File: src/rtl/divider_sweep_controller.sv
// Power-of-two divider sweep: square wave on signal, stepping MIN_DIV..MAX_DIV every 2^DWELL_LOG2 cycles.
// All outputs registered (one-cycle latency from start/stop/hold); hold freezes dwell, stop returns to IDLE.
module divider_sweep_controller #(
  parameter int MIN_DIV    = 1,
  parameter int MAX_DIV    = 21,
  parameter int DWELL_LOG2 = 26
) (
  input  logic       clk,
  input  logic       rst_n,
  input  logic       start,
  input  logic       stop,
  input  logic       hold,
  input  logic       loop,
  output logic       signal,
  output logic [4:0] cur_div,
  output logic       busy,
  output logic       step_strobe
);

  typedef enum logic [1:0] {IDLE, SWEEP, PAUSE} state_t;

  localparam logic [4:0] MIN_D = 5'(MIN_DIV);
  localparam logic [4:0] MAX_D = 5'(MAX_DIV);

  state_t                state, state_nxt;
  logic [30:0]           hc, hc_nxt;
  logic [30:0]           half_max;
  logic [DWELL_LOG2-1:0] dwell, dwell_nxt;
  logic                  signal_nxt, busy_nxt, step_strobe_nxt;
  logic [4:0]            cur_div_nxt;

  param_legal: assert property (@(posedge clk)
    (MIN_DIV >= 1) && (MIN_DIV <= MAX_DIV) && (MAX_DIV <= 31) && (DWELL_LOG2 >= MAX_DIV));

  // Half period of 2^cur_div is 2^(cur_div-1) cycles; cur_div is never below 1.
  assign half_max = (31'd1 << (cur_div - 5'd1)) - 31'd1;

  always_ff @(posedge clk or negedge rst_n) begin
    if (!rst_n) begin
      state       <= IDLE;
      hc          <= '0;
      dwell       <= '0;
      signal      <= 1'b0;
      cur_div     <= MIN_D;
      busy        <= 1'b0;
      step_strobe <= 1'b0;
    end else begin
      state       <= state_nxt;
      hc          <= hc_nxt;
      dwell       <= dwell_nxt;
      signal      <= signal_nxt;
      cur_div     <= cur_div_nxt;
      busy        <= busy_nxt;
      step_strobe <= step_strobe_nxt;
    end
  end

  always_comb begin
    state_nxt       = state;
    hc_nxt          = hc;
    dwell_nxt       = dwell;
    signal_nxt      = signal;
    cur_div_nxt     = cur_div;
    busy_nxt        = busy;
    step_strobe_nxt = 1'b0;
    case (state)
      IDLE: begin
        hc_nxt      = '0;
        dwell_nxt   = '0;
        signal_nxt  = 1'b0;
        cur_div_nxt = MIN_D;
        busy_nxt    = 1'b0;
        if (start && !stop) begin
          state_nxt = SWEEP;
          busy_nxt  = 1'b1;
        end
      end
      SWEEP, PAUSE: begin
        busy_nxt  = 1'b1;
        state_nxt = hold ? PAUSE : SWEEP;
        if (hc == half_max) begin
          hc_nxt     = '0;
          signal_nxt = ~signal;
        end else begin
          hc_nxt = hc + 31'd1;
        end
        if (state == SWEEP) dwell_nxt = dwell + DWELL_LOG2'(1);
        // Step event: restart phase at the new divisor so the first half period is clean.
        if (state == SWEEP && (&dwell)) begin
          if (cur_div < MAX_D || loop) begin
            cur_div_nxt     = (cur_div < MAX_D) ? cur_div + 5'd1 : MIN_D;
            hc_nxt          = '0;
            signal_nxt      = 1'b0;
            dwell_nxt       = '0;
            step_strobe_nxt = 1'b1;
          end else begin
            state_nxt   = IDLE;
            hc_nxt      = '0;
            dwell_nxt   = '0;
            signal_nxt  = 1'b0;
            cur_div_nxt = MIN_D;
            busy_nxt    = 1'b0;
          end
        end
        if (stop) begin
          state_nxt       = IDLE;
          hc_nxt          = '0;
          dwell_nxt       = '0;
          signal_nxt      = 1'b0;
          cur_div_nxt     = MIN_D;
          busy_nxt        = 1'b0;
          step_strobe_nxt = 1'b0;
        end
      end
      default: state_nxt = IDLE;
    endcase
  end

endmodule

File: config.mk
export PLATFORM = sky130hd
export DESIGN_NAME = divider_sweep_controller
export DESIGN_NICKNAME = d
export VERILOG_FILES = /design/src/rtl/divider_sweep_controller.sv
export SDC_FILE = /design/constraint.sdc
export NUM_CORES = 1
export LEC_CHECK = 0
export CORE_MARGIN = 5
export CORE_UTILIZATION = 30
export DETAILED_ROUTE_END_ITERATION = 16
export SYNTH_ARGS = -nofsm -noshare
export SYNTH_HDL_FRONTEND = slang
export SYNTH_SLANG_ARGS = --single-unit
File: constraint.sdc
create_clock -name clk -period 5.3 [get_ports clk]
set_input_delay 0.53 -clock clk [delete_from_list [all_inputs] [get_ports clk]]
set_output_delay 0.53 -clock clk [all_outputs]
set_load 0.01 [all_outputs]
==> results.yml, run 1 <==
placed_design:
  io_buffers: 13
  place.gp.congestion: 0.953
  post-dp-hpwl_um: 12000
power_and_ir_drop:
  power_per_cell_area_nw_per_um2: 367
  leakage_uw: 0.00242
  finalPower_uw: 2370
  irDropWorstVdd_mv: 0.173
clock_network:
  cts_setup_buffers: 0
  root_buffer: "clkbuf_16"
  cts.clk_slew.worst_paths_ns: 0.06
  clockBufferDepth: 2
  cts_tree: "done"
  insertion_delay_ns: 0.33
  cts_hold_buf: 0
  cts_made_buffers: 9
  h-tree-depth: 3
  cts_num_sinks: 67
logic_synthesis:
  async_reset_ff_frac: 1.00
  synth_top_flop_cell: "dfrtp_1"
  synthDistinctLibCells: 86
  synth_nets: 757
  postSynthCellCount: 739
  yosysTopAreaCell: "dfrtp_1"
  yosys_register_bits: 67
  ys_seq_area_frac: 0.288
  yosysWarnings: 0
  yosys.area.top_type_share: 0.284
  synthTopCellsByArea: "dfrtp_1 28%, xnor2_1 6.0%, xor2_1 5.3%, nand2_1 5.0%, nor2_1 5.0%"
  synth_area_um2: 5820
  postSynthAreaPerCell_um2: 7.88
  synth_edf_count: 0
timing:
  maxSlewViolCount: 0
  finalClockSkew_ns: 0.00977
  setup_viol: 0
  fin_crit_ns: 4.85
  worst_slew_pin_slew_ns: 0.975
  max_freq_ghz: 0.206
  setup_tns_ns: 0
  hold_violations: 0
  rsz0062_at_grt: "no"
  slew_headroom: 0.348
  fin_crit_sh: 0.914
final_layout:
  fin_nets: 740
  seq_area_um2: 1680
  multi_input_area_um2: 3830
  num_antenna_cells: 0
  fill_cells: 2050
  synthToLayoutAreaGrowth_pct: 11.1
  layout-drive-gt1-share: 0.0770
critical_path:
  reg2reg_slack_ns: 0.45
  worstPathArrival_ns: 5.02
  reg2reg_to: "hc[26]"
  startpoint: "cur_div[0]"
  r2r_cells: 17
  end_kind: "flip-flop"
  critical_path_class: "reg -> reg"
  r2r_start: "cur_div[0]"
  critical_path.endpoint: "hc[26]"
  cp.required_ns: 5.48
  critPathLaunchType: "flip-flop"
  path_max_fanout: 29
detailed_routing:
  firstDrtPassIters: 5
  drcViolationCount: 0
  drtAntennaViolNets: 0
  drt_iter0_markers: 591
  avgViaCountPerCell: 5.51
  drt-total-wl_um: 16600
  vias: 5465
  routedWlPerCell_um: 16.7
global_routing:
  grt_pass1_vias: 5032
  overflow: 0
  grt_pass1_wl_um: 27100
  antenna_found_initial: 0
  grt_usage: 0.150
  grt_max_degree: 68
floorplan:
  rows: 51
  core_area_um2: 19300
  io_pins: 14
  die_h_um: 149
  start_util: 0.302
  die_width_um: 149
  fp.dieArea_um2: 22300
run:
  drv_cap: 0
min_path:
  hold_path_class: "in -> async"
status:
  status: "finished clean"
==> registers in the layout (all words and copies together), names as in the netlist <==
signal / cells
hc: 31
dwell: 26
cur_div: 5
state: 2
busy: 1
signal: 1
step_strobe: 1
==> what timing repair did <==
action / CTS / global route
gates resized for setup: 0 / 1
hold endpoints to repair: 0 / 0
endpoints found under the setup margin: 0 / 29
==> critical path, cell delays in order (launching register included) <==
cell and delay [ns]:
dfstp_2 0.47, inv_1 0.15, ha_2 0.43, nand2b_1 0.18, or3_1 0.48, nand3_1 0.19, nand3_1 0.10, ha_1 0.37
xnor2_1 0.26, a32oi_1 0.13, or3_1 0.35, a2111oi_1 0.45, nand4_1 0.15, nor4_1 0.23, nand4_1 0.16, o21ai_2 0.13
buf_4 0.32, a21oi_1 0.14
==> layer usage <==
layer	GRT usage	vias to the layer above	wire length, um	share of wire
li1	-	2658	-	-
met4	0.0545	0	436	0.026
met1	0.215	2603	7690	0.46
met2	0.230	174	7480	0.45
met3	0.0188	30	955	0.058
met5	0	-	0	0
==> stage by stage <==
step / instances / instance area (um2) / util / hold WS (ns) / worst slack [ns]
after global routing: 992 / 6470 / 0.336 / 0.485 / 0.0678
final: 992 / 6470 / 0.336 / 0.391 / 0.455
after floorplan: 739 / 5820 / - / 0.234 / 0.858
after global placement: 976 / 6120 / 0.318 / 0.471 / 0.521
after detailed placement: 976 / 6120 / 0.318 / 0.477 / 0.295
after CTS: 992 / 6470 / 0.336 / 0.437 / 0.273
==> synth_stat cells, types with 4 or more instances <==
cell and instances:
o211ai_1 6, and4_1 8, a211oi_1 4, o31ai_1 7, a31oi_1 9, xor2_1 35, o21ai_0 33, dfrtp_1 66
o22ai_1 13, nand4_1 14, inv_1 12, buf_2 12, ha_1 12, nand2_1 77, or2_2 5, nand3_1 30
nand2b_1 6, nor2b_1 14, buf_4 4, and3_1 17, xnor2_1 40, a21oi_1 51, nor2_1 77, or3_1 13
and2_1 4, nor4_1 9, clkbuf_1 32, o21ai_1 9, buf_6 5, nand4b_1 6, nor3_1 19
==> where the power goes <==
part           internal (uW)  switching (uW)
Clock                    473             222
Sequential               534            31.4
Combinational            404             707
Total                   1410             961
==> worst min path at each step <==
stage | depth (start not counted) | endpoint | slack (ns) | start
2_1_floorplan | 0 | busy | 0.23 | rst_n
3_5_place_dp | 1 | dwell[15] | 0.48 | dwell[15]
4_1_cts | 2 | hc[7] | 0.44 | rst_n
3_3_place_gp | 1 | dwell[15] | 0.47 | dwell[15]
5_1_grt | 2 | hc[7] | 0.48 | rst_n
6_report | 2 | hc[7] | 0.39 | rst_n
==> cells in the final DEF (no fill, tap or decap), drive strengths merged, types with 10 or more instances in the layout <==
master         count
xnor2             40
nor2b             14
ha                12
inv               13
xor2              35
a31oi             10
buf               15
nor3              19
o22ai             13
nand3             30
clkbuf            12
o21ai             42
and3              17
clkdlybuf4s50     12
or3               13
dfrtp             66
nand2             77
a21oi             51
nand4             14
nor2              79
==> cell families (layout without fill, tap and decap cells) <==
kind of cell,count (synthesis),count (layout),share of synthesized area
flip-flops,67,67,0.288
multiplexers,6,6,0.0110
XOR/XNOR,76,76,0.117
AND/OR/NAND/NOR,323,323,0.288
buffers and inverters,69,57,0.0561
AO/OA/AOI/OAI,186,186,0.215
adder cells (fa/ha/maj),12,12,0.0258
==> area by class of cell <==
cell class / instances / area share
sequential: 67 / 0.259
clock buffer: 12 / 0.0381
multi-input combinational: 603 / 0.593
clock inverter: 4 / 0.0151
inverter: 14 / 0.00812
tap: 265 / 0.0512
timing repair buffer: 27 / 0.0356
(Power assumes the default switching activity.)
==> inputs of run 2 (changes only) <==
Settings changed: HOLD_SLACK_MARGIN set to 0.1, REMOVE_ABC_BUFFERS set to 1, SKIP_CTS_REPAIR_TIMING set to 1.
==> results.yml, run 2 (same netlist as run 1, synthesis figures left out) <==
status:
  status: "finished clean"
timing:
  fin_crit_sh: 0.924
  fin_crit_ns: 4.90
  setup_viol: 0
  maxSlewViolCount: 0
  max_freq_ghz: 0.204
  slew_headroom: 0.313
  hold_violations: 0
  rsz0062_at_grt: "no"
  finalClockSkew_ns: 0.0129
  worst_slew_pin_slew_ns: 1.03
floorplan:
  start_util: 0.302
  io_pins: 14
  core_area_um2: 19300
  die_h_um: 149
  die_width_um: 149
  fp.dieArea_um2: 22300
  rows: 51
clock_network:
  cts_made_buffers: 9
  h-tree-depth: 3
  insertion_delay_ns: 0.34
  root_buffer: "clkbuf_16"
  cts.clk_slew.worst_paths_ns: 0.06
  clockBufferDepth: 2
  cts_num_sinks: 67
  cts_tree: "done"
global_routing:
  antenna_found_initial: 0
  grt_util_met2: 0.227
  grt_pass1_wl_um: 27000
  grt_pass1_vias: 5076
  use_met3: 0.0240
  grtUsageMet1: 0.206
  grt_usage: 0.150
  overflow: 0
  top_usage_layer: "met2"
  grt_max_degree: 68
critical_path:
  startpoint: "cur_div[0]"
  reg2reg_to: "hc[4]"
  r2r_cells: 17
  critical_path_class: "reg -> reg"
  end_kind: "flip-flop"
  reg2reg_slack_ns: 0.40
  cp.required_ns: 5.49
  worstPathArrival_ns: 5.09
  critPathLaunchType: "flip-flop"
  r2r_start: "cur_div[0]"
  path_max_fanout: 22
placed_design:
  io_buffers: 13
  post-dp-hpwl_um: 12000
  place.gp.congestion: 0.947
  place_area_um2: 6150
  place_inst: 977
final_layout:
  num_antenna_cells: 0
  largest-register: "hc"
  synthToLayoutAreaGrowth_pct: 11.7
  fin_area_um2: 6500
  most-common-layout-cells: "77 x nand2_1, 77 x nor2_1, 66 x dfrtp_1"
  final_cell_count_no_fill: 992
  fin_nets: 741
  largest_reg_flops: 31
  top_regs: "hc: 31 flops, dwell: 26 flops, cur_div: 5 flops"
  layout-drive-gt1-share: 0.0798
detailed_routing:
  routedWlPerCell_um: 16.8
  drtAntennaViolNets: 0
  avgViaCountPerCell: 5.57
  vias: 5530
  firstDrtPassIters: 5
  drt_iter0_markers: 543
  drcViolationCount: 0
  drt-total-wl_um: 16600
run:
  drv_cap: 0
power_and_ir_drop:
  leakage_uw: 0.00244
  power_per_cell_area_nw_per_um2: 370
  irDropWorstVdd_mv: 0.155
min_path:
  hold_path_class: "in -> async"
==> run 2: metrics by stage <==
stage	TNS (ns)	power [uW]	util	setup slack, ns	hold WS, ns
after floorplan	-11.01	1340	-	-0.380	0.234
after global placement	0	1690	0.319	0.536	0.464
after detailed placement	0	1670	0.319	0.341	0.477
after CTS	0	2380	0.337	0.305	0.336
after global routing	0	2530	0.338	0.0932	0.380
final	0	2400	0.338	0.404	0.304
==> run 2: worst max-delay path, cell delays in order, from the launching register on <==
cell and delay [ns]:
dfstp_4 0.54, inv_1 0.13, ha_2 0.33, nand2b_1 0.16
or3_1 0.47, nand3_1 0.18, nand3_1 0.11, ha_1 0.37
xnor2_1 0.29, a32oi_1 0.13, or3_1 0.36, a2111oi_1 0.47
nand4_1 0.15, nor4_1 0.22, nand4_1 0.21, o21ai_4 0.32
buf_12 0.20, a21oi_1 0.09
==> run 2: metal layers <==
layer / part of all wire / wire length (um)
met1: 0.44 / 7380
met2: 0.45 / 7500
met3: 0.066 / 1100
met4: 0.040 / 663
met5: 0 / 0
==> run 2: how the worst max path moves through the flow <==
stage	to	slack [ns]	depth (start not counted)
2_1_floorplan	hc[10]	-0.38	14
3_3_place_gp	hc[13]	0.54	17
3_5_place_dp	hc[4]	0.34	17
4_1_cts	hc[4]	0.31	17
5_1_grt	hc[20]	0.09	17
6_report	hc[4]	0.40	17
==> run 2: where the power goes <==
part,switching [uW],total (uW),internal [uW]
combinational,722,1140,417
clock,226,697,471
sequential,33.7,568,535
==> run 2: final cells by class <==
type | count | area [um2]
Fill cell | 2053 | 12800
Multi-Input combinational cell | 603 | 3840
Sequential cell | 67 | 1680
Tap cell | 265 | 332
Timing Repair Buffer | 28 | 253
Clock buffer | 11 | 243
Clock inverter | 4 | 98.8
Inverter | 14 | 52.6
==> inputs of run 3 (changes only) <==
Settings changed: GPL_TIMING_DRIVEN set to 0.
==> results.yml, run 3 (same netlist as run 1, synthesis figures left out) <==
status:
  status: "finished clean"
critical_path:
  path_max_fanout: 30
  critPathLaunchType: "flip-flop"
  worstPathArrival_ns: 5.15
  cp.required_ns: 5.49
  critical_path_class: "reg -> reg"
  end_kind: "flip-flop"
floorplan:
  fp.dieArea_um2: 22300
  start_util: 0.302
  rows: 51
  core_area_um2: 19300
  die_h_um: 149
  io_pins: 14
  die_width_um: 149
timing:
  maxSlewViolCount: 0
  max_freq_ghz: 0.201
  slew_headroom: 0.303
  finalWorstSetupSlack_ns: 0.333
  rsz0062_at_grt: "no"
  hold_violations: 0
  fin_crit_ns: 4.97
  worst_slew_pin_slew_ns: 1.04
  fin_crit_sh: 0.937
  finalClockSkew_ns: 0.0109
  setup_viol: 0
final_layout:
  largest-register: "hc"
  synthToLayoutAreaGrowth_pct: 10.5
  multi_input_area_um2: 3850
  largest_reg_flops: 31
  final_cell_count_no_fill: 985
  most-common-layout-cells: "77 x nand2_1, 77 x nor2_1, 64 x dfrtp_1"
  top_regs: "hc: 31 flops, dwell: 26 flops, cur_div: 5 flops"
  utilization: 0.334
  layout-drive-gt1-share: 0.0750
  fin_nets: 733
  seq_area_um2: 1680
  fill_cells: 2042
  num_antenna_cells: 0
clock_network:
  insertion_delay_ns: 0.34
  clockBufferDepth: 2
  h-tree-depth: 3
  cts.clk_slew.worst_paths_ns: 0.06
  cts_tree: "done"
  cts_made_buffers: 9
  cts_num_sinks: 67
  root_buffer: "clkbuf_16"
detailed_routing:
  drcViolationCount: 0
  drt_iter0_markers: 484
  drt-total-wl_um: 16300
  routedWlPerCell_um: 16.6
  drtAntennaViolNets: 0
  vias: 5447
  avgViaCountPerCell: 5.53
  firstDrtPassIters: 5
placed_design:
  place_inst: 964
  io_buffers: 13
  pre_cts_ws_ns: -0.311
  post-dp-hpwl_um: 11500
  place.gp.congestion: 0.926
power_and_ir_drop:
  power_per_cell_area_nw_per_um2: 363
  irDropWorstVdd_mv: 0.150
  leakage_uw: 0.00238
global_routing:
  grt_usage: 0.149
  grt_pass1_vias: 4948
  grt_max_degree: 68
  antenna_found_initial: 0
  grt_pass1_wl_um: 26700
  overflow: 0
run:
  drv_cap: 0
min_path:
  hold_path_class: "in -> async"
[run 3: worst paths after layout]
kind,start,end,slack (ns),depth (start not counted)
worst max register to register,cur_div[4],hc[7],0.33,15
worst min register to register,dwell[15],dwell[15],0.50,1
max in group asynchronous,rst_n,cur_div[1],4.36,1
min in group clk,dwell[15],dwell[15],0.50,1
worst max-delay path,cur_div[4],hc[7],0.33,15
worst min-delay path,rst_n,hc[7],0.29,1
[run 3: layout make-up]
cell class	instances	area share
Clock buffer	9	0.0350
Clock inverter	7	0.0128
Inverter	14	0.00816
Multi-Input combinational cell	603	0.599
Sequential cell	67	0.262
Tap cell	265	0.0515
Timing Repair Buffer	20	0.0323
[run 3: per-layer routing]
metal / vias to the layer above / share of wire / global-route usage
li1: 2637 / - / -
met1: 2628 / 0.49 / 0.215
met2: 149 / 0.44 / 0.225
met3: 33 / 0.045 / 0.0191
met4: 0 / 0.026 / 0.0581
met5: - / 0 / 0
[run 3: power breakdown]
group	internal [uW]	total, uW	switching (uW)
combinational	424	1140	718
clock	372	624	252
sequential	535	568	33.4
total	1330	2330	1000
[run 3: stage by stage]
stage	power (uW)	setup TNS (ns)	instance area [um2]	hold slack (ns)
2_1_floorplan	1340	-11.01	5550	0.234
3_3_place_gp	1640	-73.64	6010	0.471
3_5_place_dp	1660	-7.39	6060	0.486
4_1_cts	2300	-8.20	6370	0.337
5_1_grt	2470	0	6440	0.369
6_report	2330	0	6440	0.291
[run 3: worst max-delay path, stage by stage, from the launching register on]
cell       delay [ns]
dfrtp_1          0.93
nand2b_1         0.20
or3_1            0.48
nand3_1          0.21
nand3_1          0.11
ha_2             0.33
xnor2_1          0.24
a32oi_1          0.13
or3_1            0.41
a2111oi_1        0.52
nand4_1          0.17
nor4_1           0.24
nand4_1          0.25
o21ai_4          0.27
buf_8            0.21
a21oi_1          0.09
